<file path="src/rtl/idli_ibuf_m_if.sv">
`default_nettype none
//==============================================================================
// Module      : idli_ibuf_m_if
// Description : SQI-side nibble stream and decoder-side valid/ready bundle
//               for the idli instruction buffer.
// Revision    : 1.0 - initial release
//==============================================================================
interface idli_ibuf_m_if;

    typedef logic [3:0] sqi_data_t;

    sqi_data_t i_ibuf_sqi_data;
    logic      i_ibuf_sqi_vld;
    logic      o_ibuf_space;
    logic      i_ibuf_flush;
    sqi_data_t o_ibuf_enc;
    logic      o_ibuf_enc_vld;
    logic      i_ibuf_enc_rdy;
    logic      o_ibuf_enc_last;
    logic      o_ibuf_ovf;

    // Buffer side
    modport slave (
        input  i_ibuf_sqi_data,
        input  i_ibuf_sqi_vld,
        output o_ibuf_space,
        input  i_ibuf_flush,
        output o_ibuf_enc,
        output o_ibuf_enc_vld,
        input  i_ibuf_enc_rdy,
        output o_ibuf_enc_last,
        output o_ibuf_ovf
    );

    // SQI controller / decoder side
    modport master (
        output i_ibuf_sqi_data,
        output i_ibuf_sqi_vld,
        input  o_ibuf_space,
        output i_ibuf_flush,
        input  o_ibuf_enc,
        input  o_ibuf_enc_vld,
        output i_ibuf_enc_rdy,
        input  o_ibuf_enc_last,
        input  o_ibuf_ovf
    );

endinterface
`default_nettype wire

</file>
<file path="src/rtl/idli_ibuf_m.sv">
`default_nettype none
//==============================================================================
// Module      : idli_ibuf_m
// Description : Nibble-serial instruction buffer between the SQI controller
//               and the decoder. Circular FIFO of DEPTH*4 nibbles with
//               word-granular space indication and last-nibble tagging.
//               Define IDLI_IBUF_BYPASS_EN for a zero-latency empty-buffer
//               bypass from SQI to decoder.
// Revision    : 1.0 - initial release
//==============================================================================
module idli_ibuf_m #(
    parameter int DEPTH = 4
) (
    input  logic          i_ibuf_gck,
    input  logic          i_ibuf_rst,
    idli_ibuf_m_if.slave  ibuf
);

    localparam int c_NIB        = DEPTH * 4;
    localparam int c_AW         = $clog2(c_NIB);
    localparam int c_PW         = c_AW + 1;
    localparam int c_WORD_NIBS  = 4;
    localparam logic [c_PW-1:0] c_PTR_ONE = c_PW'(1);

    logic [c_PW-1:0] r_wr_ptr;
    logic [c_PW-1:0] r_rd_ptr;
    logic [3:0]      r_mem [c_NIB];
    logic [1:0]      r_pos;
    logic            r_ovf;

    logic [c_AW-1:0] w_wr_idx;
    logic [c_AW-1:0] w_rd_idx;
    logic [c_PW-1:0] w_occ;
    logic [3:0]      w_data;
    logic            w_sqi_vld;
    logic            w_rdy;
    logic            w_flush;
    logic            w_empty;
    logic            w_full;
    logic            w_bypass;
    logic            w_vld;
    logic            w_wr_en;
    logic            w_rd_en;
    logic            w_pop;
    logic            w_drop;

    assign w_data    = ibuf.i_ibuf_sqi_data;
    assign w_sqi_vld = ibuf.i_ibuf_sqi_vld;
    assign w_rdy     = ibuf.i_ibuf_enc_rdy;
    assign w_flush   = ibuf.i_ibuf_flush;

    assign w_wr_idx = r_wr_ptr[c_AW-1:0];
    assign w_rd_idx = r_rd_ptr[c_AW-1:0];
    assign w_occ    = r_wr_ptr - r_rd_ptr;

    // Wrap bit disambiguates full from empty when the index bits match
    assign w_empty = (r_wr_ptr == r_rd_ptr);
    assign w_full  = (w_wr_idx == w_rd_idx) && (r_wr_ptr[c_AW] != r_rd_ptr[c_AW]);

`ifdef IDLI_IBUF_BYPASS_EN
    assign w_bypass = w_empty & w_sqi_vld & w_rdy & ~w_flush;
`else
    assign w_bypass = 1'b0;
`endif

    assign w_vld   = ~w_empty | w_bypass;
    assign w_wr_en = w_sqi_vld & ~w_full & ~w_flush & ~w_bypass;
    assign w_drop  = w_sqi_vld & w_full & ~w_flush;
    assign w_rd_en = ~w_empty & w_rdy & ~w_flush;
    assign w_pop   = w_vld & w_rdy & ~w_flush;

    assign ibuf.o_ibuf_enc      = w_bypass ? w_data : r_mem[w_rd_idx];
    assign ibuf.o_ibuf_enc_vld  = w_vld;
    assign ibuf.o_ibuf_enc_last = w_vld & (r_pos == 2'd3);
    assign ibuf.o_ibuf_ovf      = r_ovf;
    // Registered occupancy only; a same-cycle pop does not open space early
    assign ibuf.o_ibuf_space    = (c_NIB - int'(w_occ)) >= c_WORD_NIBS;

    always_ff @(posedge i_ibuf_gck) begin
        if (i_ibuf_rst) begin
            r_wr_ptr <= '0;
            r_rd_ptr <= '0;
        end else if (w_flush) begin
            r_wr_ptr <= '0;
            r_rd_ptr <= '0;
        end else begin
            if (w_wr_en) begin
                r_wr_ptr <= r_wr_ptr + c_PTR_ONE;
            end
            if (w_rd_en) begin
                r_rd_ptr <= r_rd_ptr + c_PTR_ONE;
            end
        end
    end

    always_ff @(posedge i_ibuf_gck) begin
        if (i_ibuf_rst) begin
            for (int i = 0; i < c_NIB; i++) begin
                r_mem[i] <= '0;
            end
        end else if (w_wr_en) begin
            r_mem[w_wr_idx] <= w_data;
        end
    end

    always_ff @(posedge i_ibuf_gck) begin
        if (i_ibuf_rst || w_flush) begin
            r_pos <= 2'd0;
        end else if (w_pop) begin
            r_pos <= r_pos + 2'd1;
        end
    end

    always_ff @(posedge i_ibuf_gck) begin
        if (i_ibuf_rst) begin
            r_ovf <= 1'b0;
        end else if (w_drop) begin
            r_ovf <= 1'b1;
        end
    end

endmodule
`default_nettype wire

</file>
<file path="src/flat_wrapper.sv">
// flat-port wrapper written by rule: the top's interface ports become plain ports
module idli_ibuf_m_flat 
#(
    parameter int DEPTH = 4
)
  (i_ibuf_gck, i_ibuf_rst, ibuf_i_ibuf_sqi_data, ibuf_i_ibuf_sqi_vld, ibuf_o_ibuf_space, ibuf_i_ibuf_flush, ibuf_o_ibuf_enc, ibuf_o_ibuf_enc_vld, ibuf_i_ibuf_enc_rdy, ibuf_o_ibuf_enc_last, ibuf_o_ibuf_ovf);
  idli_ibuf_m_if ibuf_i ();
  input  logic i_ibuf_gck;
  input  logic i_ibuf_rst;
  input wire logic [$bits(ibuf_i.i_ibuf_sqi_data)-1:0] ibuf_i_ibuf_sqi_data;
  input wire logic [$bits(ibuf_i.i_ibuf_sqi_vld)-1:0] ibuf_i_ibuf_sqi_vld;
  output wire logic [$bits(ibuf_i.o_ibuf_space)-1:0] ibuf_o_ibuf_space;
  input wire logic [$bits(ibuf_i.i_ibuf_flush)-1:0] ibuf_i_ibuf_flush;
  output wire logic [$bits(ibuf_i.o_ibuf_enc)-1:0] ibuf_o_ibuf_enc;
  output wire logic [$bits(ibuf_i.o_ibuf_enc_vld)-1:0] ibuf_o_ibuf_enc_vld;
  input wire logic [$bits(ibuf_i.i_ibuf_enc_rdy)-1:0] ibuf_i_ibuf_enc_rdy;
  output wire logic [$bits(ibuf_i.o_ibuf_enc_last)-1:0] ibuf_o_ibuf_enc_last;
  output wire logic [$bits(ibuf_i.o_ibuf_ovf)-1:0] ibuf_o_ibuf_ovf;
  assign ibuf_i.i_ibuf_sqi_data = ibuf_i_ibuf_sqi_data;
  assign ibuf_i.i_ibuf_sqi_vld = ibuf_i_ibuf_sqi_vld;
  assign ibuf_o_ibuf_space = ibuf_i.o_ibuf_space;
  assign ibuf_i.i_ibuf_flush = ibuf_i_ibuf_flush;
  assign ibuf_o_ibuf_enc = ibuf_i.o_ibuf_enc;
  assign ibuf_o_ibuf_enc_vld = ibuf_i.o_ibuf_enc_vld;
  assign ibuf_i.i_ibuf_enc_rdy = ibuf_i_ibuf_enc_rdy;
  assign ibuf_o_ibuf_enc_last = ibuf_i.o_ibuf_enc_last;
  assign ibuf_o_ibuf_ovf = ibuf_i.o_ibuf_ovf;
  idli_ibuf_m #(.DEPTH(DEPTH)) u_core (.i_ibuf_gck(i_ibuf_gck), .i_ibuf_rst(i_ibuf_rst), .ibuf(ibuf_i));
endmodule
</file>
<file path="config.mk">
export PLATFORM = sky130hd
export DESIGN_NAME = idli_ibuf_m_flat
export DESIGN_NICKNAME = d
export VERILOG_FILES = /design/src/rtl/idli_ibuf_m_if.sv /design/src/rtl/idli_ibuf_m.sv /design/src/flat_wrapper.sv
export SDC_FILE = /design/constraint.sdc
export NUM_CORES = 1
export LEC_CHECK = 0
export ABC_AREA = 1
export BUFFER_PORTS_ARGS = -buffer_cell sky130_fd_sc_hd__buf_2
export CAP_MARGIN = 20
export CORE_MARGIN = 2
export CORE_UTILIZATION = 49
export DETAILED_ROUTE_END_ITERATION = 10
export MAX_ROUTING_LAYER = met4
export PLACE_DENSITY = 0.7
export SLEW_MARGIN = 30
export SYNTH_ARGS = -nofsm -noshare
export SYNTH_HDL_FRONTEND = slang
export SYNTH_SLANG_ARGS = --single-unit
</file>
<file path="constraint.sdc">
create_clock -name i_ibuf_gck -period 2.5 [get_ports i_ibuf_gck]
set_clock_uncertainty 0.05 [all_clocks]
set_input_delay 0.25 -clock i_ibuf_gck [delete_from_list [all_inputs] [get_ports i_ibuf_gck]]
set_output_delay 0.25 -clock i_ibuf_gck [all_outputs]
set_load 0.05 [all_outputs]
</file>
**Yosys cells after proc, flatten, opt, wreduce, memory -nomap -nowiden**

Memories as Yosys holds them, arrays and structs flattened. A register that Yosys moved wholly into a read port is not among the register bits.
Cells that the tools add are included.

- Muxes and demuxes: 10
- Eq/ne operators: 4
- Magnitude comparators: 1
- Reduce and logical (&&, ||, !) cells: 4
- Add/sub/neg operators: 5
- Bitwise gates (word level): 10

Operator list:

| cell | count |
|---|---|
| greater-or-equal comparator 32 x 4 -> 1 bit, second input constant | 1 |
| 2-to-1 mux 4 bit | 4 |
| adder 5 x 1 -> 5 bit, second input constant | 2 |
| AND 1 bit | 7 |
| 2-to-1 mux 1 bit | 6 |
| subtractor 5 x 5 -> 6 bit, first input constant | 1 |
| == test 5 bit | 1 |
| subtractor 5 bit | 1 |
| == test 4 bit | 1 |
| OR reduction 4 bit | 1 |
| NOT 1 bit | 3 |
| adder 2 x 1 -> 2 bit, second input constant | 1 |
| == test 2 bit, second input constant | 1 |
| OR reduction 2 bit | 1 |
| logical AND 1 bit | 1 |
| logical OR 1 bit | 1 |
| inequality test 1 bit | 1 |

- Bits in registers: 13
- RAM bits: 64
- Word-level logic and storage cells: 39
- Memories kept: 1
- Input port bits: 9
- Output and inout bits: 8

Memory list:

| name | depth | bits a word | rd ports | clocked after memory_dff | write ports | line | source |
|---|---|---|---|---|---|---|---|
| u_core.r_mem | 16 | 4 | 1 | 1 | 16 | idli_ibuf_m.sv:27 | `logic [3:0] r_mem [c_NIB];` |

**Longest topological paths before layout**

- Word-level depth: 10
- Depth in mapped cells: 10
- Gate-level depth less buffers: 10

**Worst setup path before layout**

No wires, ideal clock.

- Kind: flip-flop to output port
- Start: register u_core.r_rd_ptr[2]
- End: output ibuf_o_ibuf_enc_last
- Path buffers: 0
- Data required time: 2.200 ns
- Cell stages (with the launch flop): 8
- Data arrival time: 2.147 ns
- Path slack: 0.053 ns
- Cell sequence: dfxtp_1 -> inv_1 -> ha_1 -> nand2_1 -> nor2_2 -> nand2_1 -> inv_1 -> nor2_1

- Cells in the longest elaborated chain, start to end: 3

RTL lines:

| what | line | source |
|---|---|---|
| start, declared | idli_ibuf_m.sv:26 | `logic [c_PW-1:0] r_rd_ptr;` |
| start signal, assigned | idli_ibuf_m.sv:91 | `r_rd_ptr <= r_rd_ptr + c_PTR_ONE;` |
| == test 5 bit | idli_ibuf_m.sv:57 | `assign w_empty = (r_wr_ptr == r_rd_ptr);` |
| NOT 1 bit | idli_ibuf_m.sv:66 | `assign w_vld = ~w_empty \| w_bypass;` |
| via ibuf_o_ibuf_enc_vld | flat_wrapper.sv:15 | `output wire logic [$bits(ibuf_i.o_ibuf_enc_vld)-1:0] ibuf_o_ibuf_enc_vld;` |
| AND 1 bit | idli_ibuf_m.sv:74 | `assign ibuf.o_ibuf_enc_last = w_vld & (r_pos == 2'd3);` |
| end, declared | flat_wrapper.sv:17 | `output wire logic [$bits(ibuf_i.o_ibuf_enc_last)-1:0] ibuf_o_ibuf_enc_last;` |

The timed path passes the listed nets, and every way through them passes these cells.

**Worst setup path in the final report**

- Start: register u_core.r_wr_ptr[1]
- End: output ibuf_o_ibuf_space

- Cells in the longest elaborated chain, start to end: 3

RTL lines:

| what | line | source |
|---|---|---|
| start, declared | idli_ibuf_m.sv:25 | `logic [c_PW-1:0] r_wr_ptr;` |
| start signal, assigned | idli_ibuf_m.sv:88 | `r_wr_ptr <= r_wr_ptr + c_PTR_ONE;` |
| subtractor 5 bit | idli_ibuf_m.sv:54 | `assign w_occ = r_wr_ptr - r_rd_ptr;` |
| subtractor 5 x 5 -> 6 bit | idli_ibuf_m.sv:77 | `assign ibuf.o_ibuf_space = (c_NIB - int'(w_occ)) >= c_WORD_NIBS;` |
| greater-or-equal comparator 32 x 4 -> 1 bit | idli_ibuf_m.sv:77 |  |
| end, declared | flat_wrapper.sv:12 | `output wire logic [$bits(ibuf_i.o_ibuf_space)-1:0] ibuf_o_ibuf_space;` |

Every way passes these cells.

==> results by group <==
Final layout
  – N_diodes: 0
  – Nets: around 510
  – Area delta synth->final: 10.4%
  – Layout fillers: around 730
  – Layout cell share with drive strength beyond 1: 0.150
  – Post-layout util: 0.558

Clock network
  – CTS tree: built
  – H-tree levels: 3
  – CTS clk-pin slew, worst paths: roughly 0.08 ns
  – Clock latency on the worst-skew pair: around 0.35 ns
  – Clk sinks: 81
  – Num CTS Buffers: 9
  – # hold bufs at CTS: 0
  – Root Driver: clkbuf_8
  – Worst-case clock buffer depth: 2

Die
  – Row cnt: 33
  – Initial core utilization: 0.506
  – DIE AREA: 9280 µm²
  – Die Ht: between 90 and 100 µm
  – I/O pin cnt: 17
  – Core area: approximately 8300 µm²
  – DIE WIDTH: 96.3 µm

Synthesis
  – Cell variety after synth: 24
  – Synth top area cells: edfxtp_1 (46%), nand2_1 (9.1%), nor2_1 (8.7%), dfxtp_1 (8.2%), nand3_1 (4.9%)
  – Synth top area share: 0.460
  – Number of synthesized flops with an enable pin: 64
  – Cell with the most instances after synthesis: nand2_1
  – Syn nets: 485
  – Async set or reset register ratio after synthesis: 0
  – Cell taking the most area after synthesis: edfxtp_1
  – Synth top cells by count: nand2_1 (101), nor2_1 (97), edfxtp_1 (64), inv_1 (42), nand3_1 (41)
  – Main synth FF type: edfxtp_1
  – Sequential area share after synthesis: 0.542
  – Syn. warnings: 0
  – Syn Std Cell Area: roughly 4200 µm²
  – Synth Instances: 465
  – Synth Register Bits: 81
  – Post-Syn Area per Cell: 8.98 µm²

Detailed routing
  – Via Count: roughly 3100
  – DRC Markers: 0
  – DRT iter0 DRCs: 145
  – Post-detailed-route count of antenna-violating nets: 0
  – Wirelength per Cell: 14.6 µm
  – Final wirelength: 8.70 mm
  – Via/cell ratio: 5.27
  – First-pass DRT Iterations: 5

GRT
  – Global route total overflow: 0
  – Largest net degree at the start of global routing: 29
  – Vias in the first global route: 2927
  – Antenna violations before repair: 0
  – First-pass GRT wire length: 13.7 mm
  – Total Routing Usage GR: 0.207

Timing
  – RSZ-0062 raised after global routing: false
  – Final min period: 2.39 ns
  – Fin Hold WS: approximately 0.14 ns
  – Hold Fails Final Rpt: 0
  – Final period util: 0.955
  – Final setup viols: 0
  – Worst Setup Slack, final: 0.112 ns
  – Headroom to the max-slew limit: 0.526
  – Highest Clock Rate: 419 MHz
  – Final Slew Violations: 0
  – Worst Tran Pin Value: 0.711 ns
  – Final TNS setup: 0 ns

Placement
  – Post-place setup slack: 0.196 ns
  – GP Congestion: 0.848
  – Port Buf Inserts: 16
  – Post-DP HPWL: approximately 6.3 mm

Run status
  – Status: complete, no violations

Setup path
  – R2R cell count: 10
  – FF-to-FF setup slack: 0.25 ns
  – Crit end category: output port
  – CP max stage cell: fa_1
  – CP Data Arrival Time: 2.09 ns
  – Reg2reg start: u_core.r_rd_ptr[3]$_SDFFE_PP0P_
  – Crit-path max cell delay: 0.45 ns
  – Critical Path Start Type: flop
  – CP Cell Sequence: buf_4, inv_1, fa_1, o21ai_0, xor2_1, nor2_1, buf_4
  – Crit Reg-Reg Endpoint: u_core.r_mem[13][0]$_SDFFCE_PN0P_
  – CP Max Fanout: 5
  – CP required: 2.20 ns
  – Most used cell, CP: buf_4
  – Setup CP Type: reg -> out

Hold path
  – Worst Hold End: u_core.ibuf.o_ibuf_ovf$_SDFFE_PP0P_
  – Hold depth: 2
  – Hold wc startpoint: i_ibuf_rst
  – Worst Hold Class: in -> reg

Power and ir drop
  – Peak VDD IR: around 0.00024 V
  – P_leak: 1.87 nW
  – Power per Cell Area: 562 nW/µm²

Flow run
  – MaxCap Viol Count: 0
-- registers in the layout (all words and copies together) (netlist names), named ones only --
| register | flops |
|---|---|
| u_core.r_mem | 64 |
| u_core.r_wr_ptr | 5 |
| u_core.ibuf.o_ibuf_ovf | 1 |
| u_core.r_pos | 2 |
| u_core.r_rd_ptr | 5 |
-- cells in the final DEF (no fill, tap or decap) --
cell / n
inv_2: 2
ha_1: 9
nor2_1: 97
dfxtp_1: 15
fa_1: 1
clkbuf_1: 1
nand3_4: 9
inv_1: 41
a21oi_1: 13
clkbuf_16: 1
clkinv_2: 2
buf_4: 12
ha_2: 1
nand2_2: 2
buf_12: 1
nand2_4: 2
o21ai_0: 15
clkinvlp_4: 2
nor2_8: 1
nor2_2: 11
dfxtp_2: 1
or2_2: 1
nand4_1: 5
xor2_1: 3
edfxtp_1: 64
dfxtp_4: 1
clkbuf_8: 10
nand2_1: 101
o211ai_1: 12
nand3_1: 41
buf_2: 15
-- layout make-up --
type,instances,area (µm²),share of cell area
sequential,81,2270,0.492
multi-input combinational,324,1670,0.363
timing repair buffer,28,185,0.0402
clock buffer,12,166,0.0361
inverter,43,161,0.0350
tap,105,131,0.0285
clock inverter,4,25.0,0.00543
-- power by group --
group,switching (mW),internal [mW],leakage (nW)
Combinational,0.131,0.0459,0.980
Clock,0.469,0.445,0.0935
Sequential,0.0131,1.48,0.801
Total,0.613,1.98,1.87
-- repair_timing --
| action | 4_1_cts | 5_1_grt |
|---|---|---|
| buffers inserted | 0 | 5 |
| cloned | 0 | 0 |
| resized for setup | 2 | 4 |
| endpoints found under the setup margin | 1 | 5 |
| pin swaps | 0 | 1 |
-- how the worst max path moves through the flow --
stage / cells after the start / startpoint / endpoint / slack (ns)
6_report: 7 / u_core.r_wr_ptr[1]$_SDFFE_PP0P_ / ibuf_o_ibuf_space / 0.11
5_1_grt: 10 / u_core.r_wr_ptr[1]$_SDFFE_PP0P_ / ibuf_o_ibuf_space / 0.004
3_5_place_dp: 10 / u_core.r_rd_ptr[1]$_SDFFE_PP0P_ / u_core.r_mem[3][3]$_SDFFCE_PN0P_ / 0.20
4_1_cts: 10 / u_core.r_wr_ptr[0]$_SDFFE_PP0P_ / ibuf_o_ibuf_space / 0.05
2_1_floorplan: 7 / u_core.r_rd_ptr[2]$_SDFFE_PP0P_ / ibuf_o_ibuf_enc_last / 0.05
3_3_place_gp: 10 / u_core.r_rd_ptr[3]$_SDFFE_PP0P_ / u_core.r_mem[3][3]$_SDFFCE_PN0P_ / 0.25
-- worst max-delay path, delay by kind of cell (launching register included) --
family	cells	cell delay, ns
AO/OA/AOI/OAI	1	0.24
buffers and inverters	3	0.42
AND/OR/NAND/NOR	1	0.07
adder cells (fa/ha/maj)	1	0.45
XOR/XNOR	1	0.19
flip-flops	1	0.37
-- routing by layer --
layer / wire length, µm / part of all wire / vias up / GRT usage
met1: 3650 / 0.42 / 1455 / 0.244
met5: 0 / 0 / - / -
met4: 193 / 0.022 / 0 / 0.0798
li1: - / - / 1577 / -
met2: 4340 / 0.50 / 95 / 0.350
met3: 524 / 0.060 / 18 / 0.0431
-- logic make-up after synthesis --
logic type,Yosys count,share of synthesized area
adder cells (fa/ha/maj),11,0.0348
XOR/XNOR,3,0.00629
flip-flops,81,0.542
buffers and inverters,60,0.0584
AND/OR/NAND/NOR,270,0.304
AO/OA/AOI/OAI,40,0.0551
-- per-stage QoR --
stage	power, mW	instance area, µm²	instances
after detailed placement	1.70	4360	576
after global routing	2.67	4610	597
final	2.59	4610	597
after floorplan	1.65	4180	465
after CTS	2.59	4550	592
after global placement	1.69	4360	576
No activity file was read; power rests on OpenSTA's default activity.
